===== config.mk =====
export PLATFORM = sky130hd
export DESIGN_NAME = tx_frame_arbiter
export DESIGN_NICKNAME = d
export VERILOG_FILES = /design/src/rtl/tx_frame_arbiter.sv
export SDC_FILE = /design/constraint.sdc
export NUM_CORES = 1
export LEC_CHECK = 0
export CAP_MARGIN = 20
export CORE_UTILIZATION = 45
export CTS_BUF_LIST = sky130_fd_sc_hd__clkbuf_8
export DETAILED_ROUTE_END_ITERATION = 10
export PLACE_DENSITY_LB_ADDON = 0.15
export SYNTH_ARGS = -nofsm -noshare
export SYNTH_HDL_FRONTEND = slang
export SYNTH_SLANG_ARGS = --single-unit

===== constraint.sdc =====
create_clock -name clk -period 1.7 [get_ports clk]
set_input_delay 0.34 -clock clk [delete_from_list [all_inputs] [get_ports clk]]
set_output_delay 0.34 -clock clk [all_outputs]
set_load 0.1 [all_outputs]

===== src/rtl/tx_frame_arbiter.sv =====
// Arbitrates register-read bytes and ALU results onto the single TX FIFO write port.
// Each frame (optional header, then payload LSB first) is written atomically under FIFO_FULL backpressure.
module tx_frame_arbiter #(
   parameter int unsigned           DATA_WIDTH = 8,
   parameter bit                    PRIO_MODE  = 1'b0,
   parameter bit                    HEADER_EN  = 1'b0,
   parameter logic [DATA_WIDTH-1:0] REG_HDR    = 8'h5A,
   parameter logic [DATA_WIDTH-1:0] ALU_HDR    = 8'hA5
) (
   input  logic                    clk,
   input  logic                    rst,
   input  logic                    reg_req,
   input  logic [DATA_WIDTH-1:0]   reg_data,
   output logic                    reg_gnt,
   input  logic                    alu_req,
   input  logic [2*DATA_WIDTH-1:0] alu_data,
   output logic                    alu_gnt,
   input  logic                    FIFO_FULL,
   output logic [DATA_WIDTH-1:0]   WR_DATA,
   output logic                    WR_INC,
   output logic                    busy,
   output logic [7:0]              frame_cnt
);

   typedef enum logic [1:0] {
      S_IDLE  = 2'd0,
      S_HDR   = 2'd1,
      S_BYTE0 = 2'd2,
      S_BYTE1 = 2'd3
   } state_t;

   state_t                  state;
   state_t                  state_nxt;
   logic [2*DATA_WIDTH-1:0] payload;
   logic                    src_alu;
   logic                    rr_alu_last;
   logic                    grant;
   logic                    pick_alu;
   logic                    last_byte;

   // NOTE: every signal gets a default before the case so no path leaves one unassigned (no latches).
   always_comb begin
      state_nxt = state;
      grant     = 1'b0;
      pick_alu  = 1'b0;
      reg_gnt   = 1'b0;
      alu_gnt   = 1'b0;
      WR_INC    = 1'b0;
      WR_DATA   = '0;
      last_byte = 1'b0;
      case (state)
         S_IDLE: begin
            // Grants are suppressed while reset is held so no pulse escapes without a capture.
            if (!rst && (reg_req || alu_req)) begin
               grant     = 1'b1;
               pick_alu  = PRIO_MODE ? alu_req : (alu_req && (!reg_req || !rr_alu_last));
               alu_gnt   = pick_alu;
               reg_gnt   = !pick_alu;
               state_nxt = HEADER_EN ? S_HDR : S_BYTE0;
            end
         end
         S_HDR: begin
            WR_INC  = !FIFO_FULL;
            WR_DATA = src_alu ? ALU_HDR : REG_HDR;
            if (WR_INC) state_nxt = S_BYTE0;
         end
         S_BYTE0: begin
            WR_INC  = !FIFO_FULL;
            WR_DATA = payload[DATA_WIDTH-1:0];
            if (WR_INC) begin
               if (src_alu) begin
                  state_nxt = S_BYTE1;
               end else begin
                  state_nxt = S_IDLE;
                  last_byte = 1'b1;
               end
            end
         end
         S_BYTE1: begin
            WR_INC  = !FIFO_FULL;
            WR_DATA = payload[2*DATA_WIDTH-1:DATA_WIDTH];
            if (WR_INC) begin
               state_nxt = S_IDLE;
               last_byte = 1'b1;
            end
         end
         default: state_nxt = S_IDLE;
      endcase
   end

   assign busy = (state != S_IDLE);

   // NOTE: sequential state uses non-blocking assignments so every register samples pre-edge values.
   always_ff @(posedge clk or posedge rst) begin
      if (rst) begin
         state       <= S_IDLE;
         payload     <= '0;
         src_alu     <= 1'b0;
         rr_alu_last <= 1'b1;
         frame_cnt   <= 8'd0;
      end else begin
         state <= state_nxt;
         if (grant) begin
            src_alu     <= pick_alu;
            rr_alu_last <= pick_alu;
            payload     <= pick_alu ? alu_data : {{DATA_WIDTH{1'b0}}, reg_data};
         end
         if (last_byte) frame_cnt <= frame_cnt + 8'd1;
      end
   end

endmodule


# Word level (Yosys, flattened, before mapping)
# Index checks and enable logic that the tools add are counted.
[word_totals]
register_bits = 28
out_inout_bits = 20
word_cells = 46
[op_classes]
n_addsub = 1
n_eq_ne = 7
muxes = 20
reduce_logical = 13
[ops]
columns = ["cell", "n"]
rows = [
  ["$pmux 8 s3", 1],
  ["$mux 16", 1],
  ["$mux 1", 10],
  ["$mux 2", 5],
  ["$add 8x1->8 const B", 1],
  ["$mux 8", 1],
  ["$ne 2x2->1 const B", 4],
  ["$pmux 2 s4", 1],
  ["$logic_not 1->1", 5],
  ["$eq 2x2->1 const B", 2],
  ["$reduce_and 4->1", 1],
  ["$reduce_or 3->1", 1],
  ["$eq 2x1->1 const B", 1],
  ["$logic_and 1x1->1", 2],
  ["$logic_not 2->1", 1],
  ["$logic_or 1x1->1", 2],
  ["$pmux 1 s2", 1],
  ["$reduce_bool 2->1", 1],
]

# Logic depth before layout (Yosys ltp)
# Gate-level depths: netlist (run 1).
[logic_depth]
depth_word = 6
mapped_depth = 6
mapped_depth_nobuf = 4

# Worst setup path before layout (run 1)
# OpenSTA, ideal clock, no wires.
[synth_path]
kind = "flip-flop to output port"
start = "register state[0]"
end = "output port WR_DATA[0]"
t_arrival_ns = 2.924
required_ns = 1.360
setup_slack_ns = -1.564
path_stages_with_launch = 5
path_buffers = 2
cell_sequence = "dfrtp_1 -> buf_2 -> buf_2 -> mux2i_1 -> o21ai_0"
[synth_between]
elab_chain_len = 2
[synth_rtl]
columns = ["element", "line_no", "source"]
rows = [
  ["start: declaration", "32", "state_t state;"],
  ["start signal: assignment", "102", "state <= state_nxt;"],
  ["$eq 2x2->1 / $eq 2x1->1 (equally long branches)", "51", "case (state)"],
  ["$pmux 8 s3 (*)", "51", ""],
  ["end: declaration", "19", "output logic [DATA_WIDTH-1:0] WR_DATA,"],
]
# Mark *: on every way between the ends. The rest lies on a longest branch, timed or not.

# Worst setup path in the final report (run 1)
[layout_path]
start = "register state[0]"
end = "output port WR_DATA[2]"
# Same word-level chain as after synthesis.

==> results of run 1 <==
-- worst max-delay path, delay by kind of cell, from the launching register on --
family | cells | cell delay (ps)
muxes | 1 | 340
buffers and inverters | 2 | 330
AOI/OAI and AO/OA | 1 | 120
DFF | 1 | 420
-- metal layers --
| metal | global-route usage (%) | routed length [um] | up-vias |
|---|---|---|---|
| met5 | 0 | 0 | - |
| met4 | 6.27 | 110 | 0 |
| met3 | 3.92 | 208 | 10 |
| met2 | 43.5 | 2030 | 66 |
| met1 | 26.4 | 1430 | 588 |
| li1 | - | - | 535 |
-- what timing repair did --
| item | in CTS | in global routing |
|---|---|---|
| setup endpoints to repair | 11 | 13 |
| resized for setup | 7 | 4 |
| setup buffers | 2 | 0 |
| gates cloned | 0 | 1 |
| pin swaps | 1 | 3 |
-- worst max path at each step --
stage                     slack, ps  startpoint          to  depth (start not counted)
final                          -130    state[0]  WR_DATA[2]                          4
after detailed placement       -160     reg_req  payload[1]                          6
after global routing           -190    state[0]  WR_DATA[2]                          4
after global placement         -110         rst     alu_gnt                          4
after CTS                      -150    state[0]  WR_DATA[3]                          5
after floorplan                 -40    state[1]  WR_DATA[0]                          2
-- final cells by class --
| cell class | instances | area (um^2) |
|---|---|---|
| clock inverter | 1 | 30.0 |
| tap | 31 | 38.8 |
| inverter | 11 | 45.0 |
| timing repair buffer | 62 | 818 |
| sequential | 28 | 708 |
| clock buffer | 3 | 41.3 |
| multi-input combinational | 69 | 673 |
| fill | 140 | 427 |
-- metrics by stage --
step | worst slack (ps) | utilization [%] | setup TNS (ps)
floorplan | -37.0 | - | -153
global placement | -114 | 79.7 | -1350
detailed placement | -162 | 79.7 | -2050
CTS | -148 | 83.4 | -1180
global route | -187 | 84.7 | -1780
finish | -126 | 84.7 | -1190
-- kinds of logic (layout without fill, tap and decap cells) --
group	count (synthesis)	in the layout
multiplexers	9	9
XOR/XNOR	7	7
flip-flops	28	28
AO/OA/AOI/OAI	30	30
adder cells (fa/ha/maj)	1	1
AND/OR/NAND/NOR	22	22
buffers and inverters	17	77
-- registers in the layout, summed over array words and instances, names as in the netlist --
name	cells
payload	16
src_alu	1
frame_cnt	8
state	2
rr_alu_last	1
-- synthesized netlist by cell type (2+ instances only) --
library cell and count:
dfrtp_1 27, inv_1 11, a222oi_1 8, a22o_1 8, mux2i_1 8, o21ai_0 5, xnor2_1 5, buf_2 4
nand3_1 4, o21bai_1 4, and3_1 3, nand2_1 3, nand2b_1 3, a21o_1 2, a21oi_1 2, buf_6 2
nand4_1 2, xor2_1 2
==> results.py, run 1 <==
metrics = {
    "final_layout": {
        "final_cell_mix": "clkdlybuf4s50_1, dfrtp_1, buf_12",
        "antenna_cells": 0,
        "fin_nets": 205,
        "drive_gt1_share_pct": 36.2,
        "mostFrequentLayoutCell": "clkdlybuf4s50_1",
        "area_delta_synth_final_pct": 77.0,
        "design_area_mm2": 0.00235,
        "fin_cells": 205,
    },
    "yosys": {
        "ys_seq_area_share_pct": 52.8,
        "muxShareOfSynthArea_pct": 6.87,
        "synth_area_mm2": 0.00133,
        "syn_area_per_cell_um2": 11.7,
        "synth_top_family_by_area": "compound AO/OA/AOI/OAI gates",
        "synth-seq-cells": 28,
        "synthesis.nets": 144,
        "yosys_warnings": 0,
        "yosysTopAreaCellShare_pct": 50.8,
        "synthAdderAreaFrac_pct": 0.941,
        "netlist_instances": 114,
        "synth_xor_area_share_pct": 4.61,
        "yosys.area_share.simple_pct": 10.5,
        "yosys_most_used_dff": "dfrtp_1",
        "synth_compound_area_share_pct": 18.0,
        "ys_async_sr_fraction_pct": 100,
        "yosys.area.top_type": "dfrtp_1",
        "yosys-top-cells-area": "dfrtp_1, a222oi_1, mux2i_1",
        "synth_cell_types": 29,
        "synth-edff-count": 0,
    },
    "clock_network": {
        "cts-root-buf": "clkbuf_8",
        "cts.sinks": 28,
        "htreeDepth": 1,
        "tritoncts": "built",
        "clk_latency_ps": 270,
        "numCtsBuffers": 3,
        "max-clock-path-buffers": 2,
        "cts_hold_buf": 0,
        "clkSlewWorstSetupHoldPaths_ps": 100,
    },
    "critical_path": {
        "cp_data_arrival_time_ps": 1490,
        "reg2reg_to": "payload[1]",
        "cp_max_fo": 8,
        "reg2regPathDepth": 6,
        "critPathRequiredTime_ps": 1360,
        "worst_setup_path_end_kind": "primary output",
        "ff2ff_setup_slack_ps": 100,
        "cp-start-kind": "flop",
        "r2r_start": "state[0]",
        "critPathKind": "reg2out",
        "cpMostUsedCell": "buf_12",
        "critPathSlowestCell": "dfrtp_2",
        "path_cells": "buf_12, mux2i_1, o21ai_4, buf_12",
        "cp_slowest_stage_delay_ps": 420,
    },
    "sta": {
        "setup_ws_ps": -126,
        "rsz0062_at_grt": "true",
        "hold_viol": 0,
        "drv_slew": 0,
        "fmax_ghz": 0.548,
        "final.min_clock_period_ps": 1830,
        "post-route-period-util_pct": 107,
        "relSlewSlack_pct": 77.1,
        "fin_worst_skew_ps": 2.69,
        "worst_slew_pin_slew_ps": 334,
        "setup-violations-final": 11,
        "hold_slack_ps": 320,
    },
    "floorplan": {
        "die_y_um": 56.4,
        "core-area_mm2": 0.00278,
        "start_util_pct": 47.8,
        "die_x_um": 56.4,
        "io-pin-count": 49,
        "rows": 19,
        "dieArea_mm2": 0.00318,
    },
    "global_route": {
        "grt_first_pass_wirelength_um": 5710,
        "grt_overflow": 0,
        "track_usage_pct": 23.0,
        "grt_max_degree": 29,
        "grt_pass1_vias": 1246,
        "antenna_found_initial": 0,
    },
    "placed_design": {
        "place_congestion": 0.703,
        "dp.cells": 199,
        "hpwl_um": 2520,
        "io_buffers": 48,
        "placed_area_mm2": 0.00222,
    },
    "flow_run": {
        "cap_viol_max_count": 0,
    },
    "hold_path": {
        "holdCritPathClass": "in2async",
    },
    "drt": {
        "routed_wl_um": 3770,
        "drc": 0,
        "vias_per_cell": 5.85,
        "wl_per_cell_um": 18.4,
        "num_vias": 1199,
        "ant_nets": 0,
        "drt_iter0_drc": 64,
        "first_pass_iters": 4,
    },
    "status": {
        "status": "finished, violations left",
        "violations": "setup timing",
    },
}
Power of run 1 is not shown: default switching activity piles up to over one toggle a cycle in this logic, so the estimate is an artifact.
==> inputs of run 2 (changes only) <==
--- a/config.mk
+++ b/config.mk
@@ -9,6 +9,7 @@
 export CORE_UTILIZATION = 45
 export CTS_BUF_LIST = sky130_fd_sc_hd__clkbuf_8
 export DETAILED_ROUTE_END_ITERATION = 10
+export MAX_ROUTING_LAYER = met4
 export PLACE_DENSITY_LB_ADDON = 0.15
 export SYNTH_ARGS = -nofsm -noshare
 export SYNTH_HDL_FRONTEND = slang
==> results.py, run 2 (synthesis gave the netlist of run 1 again) <==
metrics = {
    "drt": {
        "num_vias": 1210,
        "vias_per_cell": 5.90,
        "wl_met2_um": 2020,
        "drt_iter0_drc": 56,
        "highest_layer": "met4",
        "routed_wl_um": 3730,
        "drc": 0,
        "ant_nets": 0,
        "route.met3.wl_um": 188,
        "wl_per_cell_um": 18.2,
        "met1_length_um": 1390,
        "first_pass_iters": 4,
    },
    "critical_path": {
        "critPathRequiredTime_ps": 1360,
        "critPathKind": "reg2out",
        "cp_max_fo": 8,
        "critPathSlowestCell": "dfrtp_2",
        "path_cells": "buf_12, mux2i_1, o21ai_4, buf_12",
        "cp_data_arrival_time_ps": 1480,
        "cpMostUsedCell": "buf_12",
        "worst_setup_path_end_kind": "primary output",
        "cp_slowest_stage_delay_ps": 420,
        "cp-start-kind": "flop",
        "startpoint": "state[0]",
        "r2r_start": "state[0]",
    },
    "clock_network": {
        "cts.sinks": 28,
        "tritoncts": "built",
        "cts-root-buf": "clkbuf_8",
        "numCtsBuffers": 3,
        "htreeDepth": 1,
        "cts_hold_buf": 0,
        "max-clock-path-buffers": 2,
        "clkSlewWorstSetupHoldPaths_ps": 100,
        "clk_latency_ps": 270,
    },
    "sta": {
        "relSlewSlack_pct": 77.3,
        "setup_ws_ps": -123,
        "rsz0062_at_grt": "true",
        "worst_slew_pin_slew_ps": 331,
        "drv_slew": 0,
        "fmax_ghz": 0.549,
        "final.min_clock_period_ps": 1820,
        "hold_viol": 0,
        "post-route-period-util_pct": 107,
        "setup-violations-final": 11,
        "fin_worst_skew_ps": 1.32,
    },
    "placed_design": {
        "hpwl_um": 2520,
        "placed_area_mm2": 0.00222,
        "place_congestion": 0.711,
        "io_buffers": 48,
    },
    "floorplan": {
        "die_y_um": 56.4,
        "rows": 19,
        "dieArea_mm2": 0.00318,
        "io-pin-count": 49,
        "die_x_um": 56.4,
        "start_util_pct": 47.8,
        "core-area_mm2": 0.00278,
    },
    "status": {
        "status": "finished, violations left",
        "violations": "setup timing",
    },
    "final_layout": {
        "drive_gt1_share_pct": 36.2,
        "mostFrequentLayoutCell": "clkdlybuf4s50_1",
        "design_area_mm2": 0.00235,
        "top_regs": "payload x16, frame_cnt x8, state x2",
        "final_cell_mix": "clkdlybuf4s50_1, dfrtp_1, buf_12",
        "top_register": "payload",
        "antenna_cells": 0,
        "fin_nets": 205,
        "largest_reg_flops": 16,
        "area_delta_synth_final_pct": 77.0,
    },
    "flow_run": {
        "cap_viol_max_count": 0,
    },
    "hold_path": {
        "holdCritPathClass": "in2async",
    },
    "global_route": {
        "track_usage_pct": 23.7,
        "grt_pass1_vias": 1252,
        "grt_overflow": 0,
        "grt_first_pass_wirelength_um": 5730,
        "antenna_found_initial": 0,
        "grt_max_degree": 29,
    },
}
## run 2: cell counts in the layout (fill, tap and decap cells not counted)
No cell type changed its count.
## run 2: path summary, 6_finish.rpt
check | slack [ps] | end | cells after the start
max | -120 | WR_DATA[2] | 4
min | 320 | state[1] | 3
max reg2reg | 110 | payload[1] | 6
min reg2reg | 520 | payload[14] | 1
max in group asynchronous | 1080 | rr_alu_last | 3
min in group clk | 520 | payload[14] | 1
## run 2: critical path, delay by kind of cell (launching register included)
family | cells | cell delay, ps
flops | 1 | 420
mux | 1 | 340
buf+inv | 2 | 330
compound gates | 1 | 120
## run 2: layer usage
layer / GRT usage [%] / up-vias
met4: 7.32 / 0
met1: 26.7 / 605
met2: 43.0 / 59
li1: - / 534
met3: 3.69 / 12
met5: - / -
## run 2: layout make-up
| class | count | area [um^2] |
|---|---|---|
| clock inverter | 1 | 30.0 |
| timing repair buffer | 62 | 818 |
| clock buffer | 3 | 41.3 |
| inverter | 11 | 45.0 |
| fill | 140 | 427 |
| multi-input combinational | 69 | 673 |
| tap | 31 | 38.8 |
| sequential | 28 | 708 |
## run 2: what timing repair did
action	4_1_cts	5_1_grt
cloned	0	1
setup buffers	2	0
hold endpoints to repair	0	0
endpoints found under the setup margin	11	13
gates resized for setup	7	4
pin swaps	1	3
## run 2: metrics by stage
stage / cells / setup WS, ps / hold WS, ps / util [%] / TNS, ps
2_1_floorplan: 114 / -37.0 / 404 / - / -153
3_3_place_gp: 199 / -114 / 488 / 79.7 / -1350
3_5_place_dp: 199 / -162 / 496 / 79.7 / -2050
4_1_cts: 205 / -148 / 321 / 83.4 / -1180
5_1_grt: 205 / -187 / 331 / 84.7 / -1780
6_report: 205 / -123 / 318 / 84.7 / -1190
Power of run 2 is left out for the same reason.
==> inputs of run 3 (changes only) <==
==> constraint.sdc (replaced) <==
create_clock -name clk -period 2 [get_ports clk]
set_input_delay 0.4 -clock clk [delete_from_list [all_inputs] [get_ports clk]]
set_output_delay 0.4 -clock clk [all_outputs]
set_load 0.1 [all_outputs]
==> results.py, run 3 (synthesis gave the netlist of run 1 again) <==
metrics = {
    "final_layout": {
        "design_area_mm2": 0.00212,
        "final_cell_mix": "clkdlybuf4s50_1, dfrtp_1, buf_4",
        "antenna_cells": 0,
        "top_regs": "payload x16, frame_cnt x8, state x2",
        "mostFrequentLayoutCell": "clkdlybuf4s50_1",
        "drive_gt1_share_pct": 31.2,
        "fin_util_pct": 76.2,
        "area_delta_synth_final_pct": 59.3,
        "largest_reg_flops": 16,
        "top_register": "payload",
        "fin_nets": 201,
    },
    "clock_network": {
        "cts.sinks": 28,
        "htreeDepth": 1,
        "numCtsBuffers": 3,
        "clkSlewWorstSetupHoldPaths_ps": 90,
        "cts-root-buf": "clkbuf_8",
        "clk_latency_ps": 270,
        "max-clock-path-buffers": 2,
        "tritoncts": "built",
    },
    "sta": {
        "fin_setup_tns_ps": 0,
        "post-route-period-util_pct": 97.9,
        "relSlewSlack_pct": 48.7,
        "setup-violations-final": 0,
        "fmax_ghz": 0.511,
        "final.min_clock_period_ps": 1960,
        "drv_slew": 0,
        "hold_viol": 0,
        "fin_worst_skew_ps": 1.67,
        "rsz0062_at_grt": "true",
        "setup_ws_ps": 41.3,
        "worst_slew_pin_slew_ps": 769,
    },
    "critical_path": {
        "path_cells": "buf_4, mux2i_1, o21ai_4, buf_12",
        "cp_data_arrival_time_ps": 1560,
        "cp_slowest_stage_delay_ps": 520,
        "cp_max_fo": 10,
        "worst_setup_path_end_kind": "primary output",
        "cp-start-kind": "flop",
        "critPathKind": "reg2out",
        "path_buf_inv": 2,
        "critPathSlowestCell": "dfrtp_2",
        "critPathRequiredTime_ps": 1600,
        "critPathTopFamily": "flip-flops",
    },
    "drt": {
        "drc": 0,
        "ant_nets": 0,
        "routed_wl_um": 3000,
        "num_vias": 1112,
        "drt_iter0_drc": 33,
        "wl_per_cell_um": 14.9,
        "first_pass_iters": 6,
        "vias_per_cell": 5.53,
    },
    "hold_path": {
        "holdCritPathClass": "reg2reg",
    },
    "floorplan": {
        "start_util_pct": 47.8,
        "rows": 19,
        "dieArea_mm2": 0.00318,
        "die_x_um": 56.4,
        "die_y_um": 56.4,
        "core-area_mm2": 0.00278,
        "io-pin-count": 49,
    },
    "global_route": {
        "grt_first_pass_wirelength_um": 5110,
        "track_usage_pct": 20.9,
        "grt_pass1_vias": 1107,
        "antenna_found_initial": 0,
        "grt_overflow": 0,
        "grt_max_degree": 20,
    },
    "placed_design": {
        "io_buffers": 48,
        "hpwl_um": 2350,
        "place_congestion": 0.805,
        "place_ws_ps": 37.0,
        "placed_area_mm2": 0.00203,
    },
    "flow_run": {
        "cap_viol_max_count": 0,
    },
    "status": {
        "status": "complete, no violations",
    },
}
==> run 3: cell count changes in the layout (fill, tap and decap cells not counted), sizes merged <==
cell	before	now
inv	10	11
buf	33	30
clkdlybuf4s50	27	28
clkinvlp	1	0
bufinv	1	0
dlygate4sd2	1	0
==> run 3: path summary, 6_finish.rpt <==
path	start	to	slack, ps	cells past startpoint
max	state[0]	WR_DATA[7]	40	4
min	frame_cnt[7]	frame_cnt[7]	480	1
max reg2reg	state[0]	payload[4]	380	4
min reg2reg	frame_cnt[7]	frame_cnt[7]	480	1
max in group asynchronous	rst	rr_alu_last	1220	3
min in group asynchronous	rst	payload[9]	550	3
==> run 3: through the flow <==
| step | hold WS, ps | instances |
|---|---|---|
| after global routing | 511 | 201 |
| after floorplan | 465 | 114 |
| after detailed placement | 473 | 195 |
| after CTS | 490 | 199 |
| after global placement | 464 | 195 |
| final | 480 | 201 |
==> run 3: layer usage <==
layer	part of all wire (%)	GRT usage, %	vias to the layer above
met5	0	-	-
met4	0.43	4.88	0
met3	4.1	3.46	2
met2	54	35.5	32
met1	42	26.1	554
li1	-	-	524
==> run 3: layout make-up <==
class	count	area (um^2)
fillers	186	663
clock buffers	4	55.1
flip-flops and latches	28	704
well taps	31	38.8
inverters	11	41.3
repair buffers	58	656
multi-input cells	69	623
==> run 3: timing repair <==
item / in CTS / in global routing
resized for setup: 3 / 2
endpoints found under the setup margin: 8 / 5
setup buffers: 0 / 2
gates cloned: 0 / 0
hold buffers: 0 / 0
Power of run 3 is left out for the same reason.
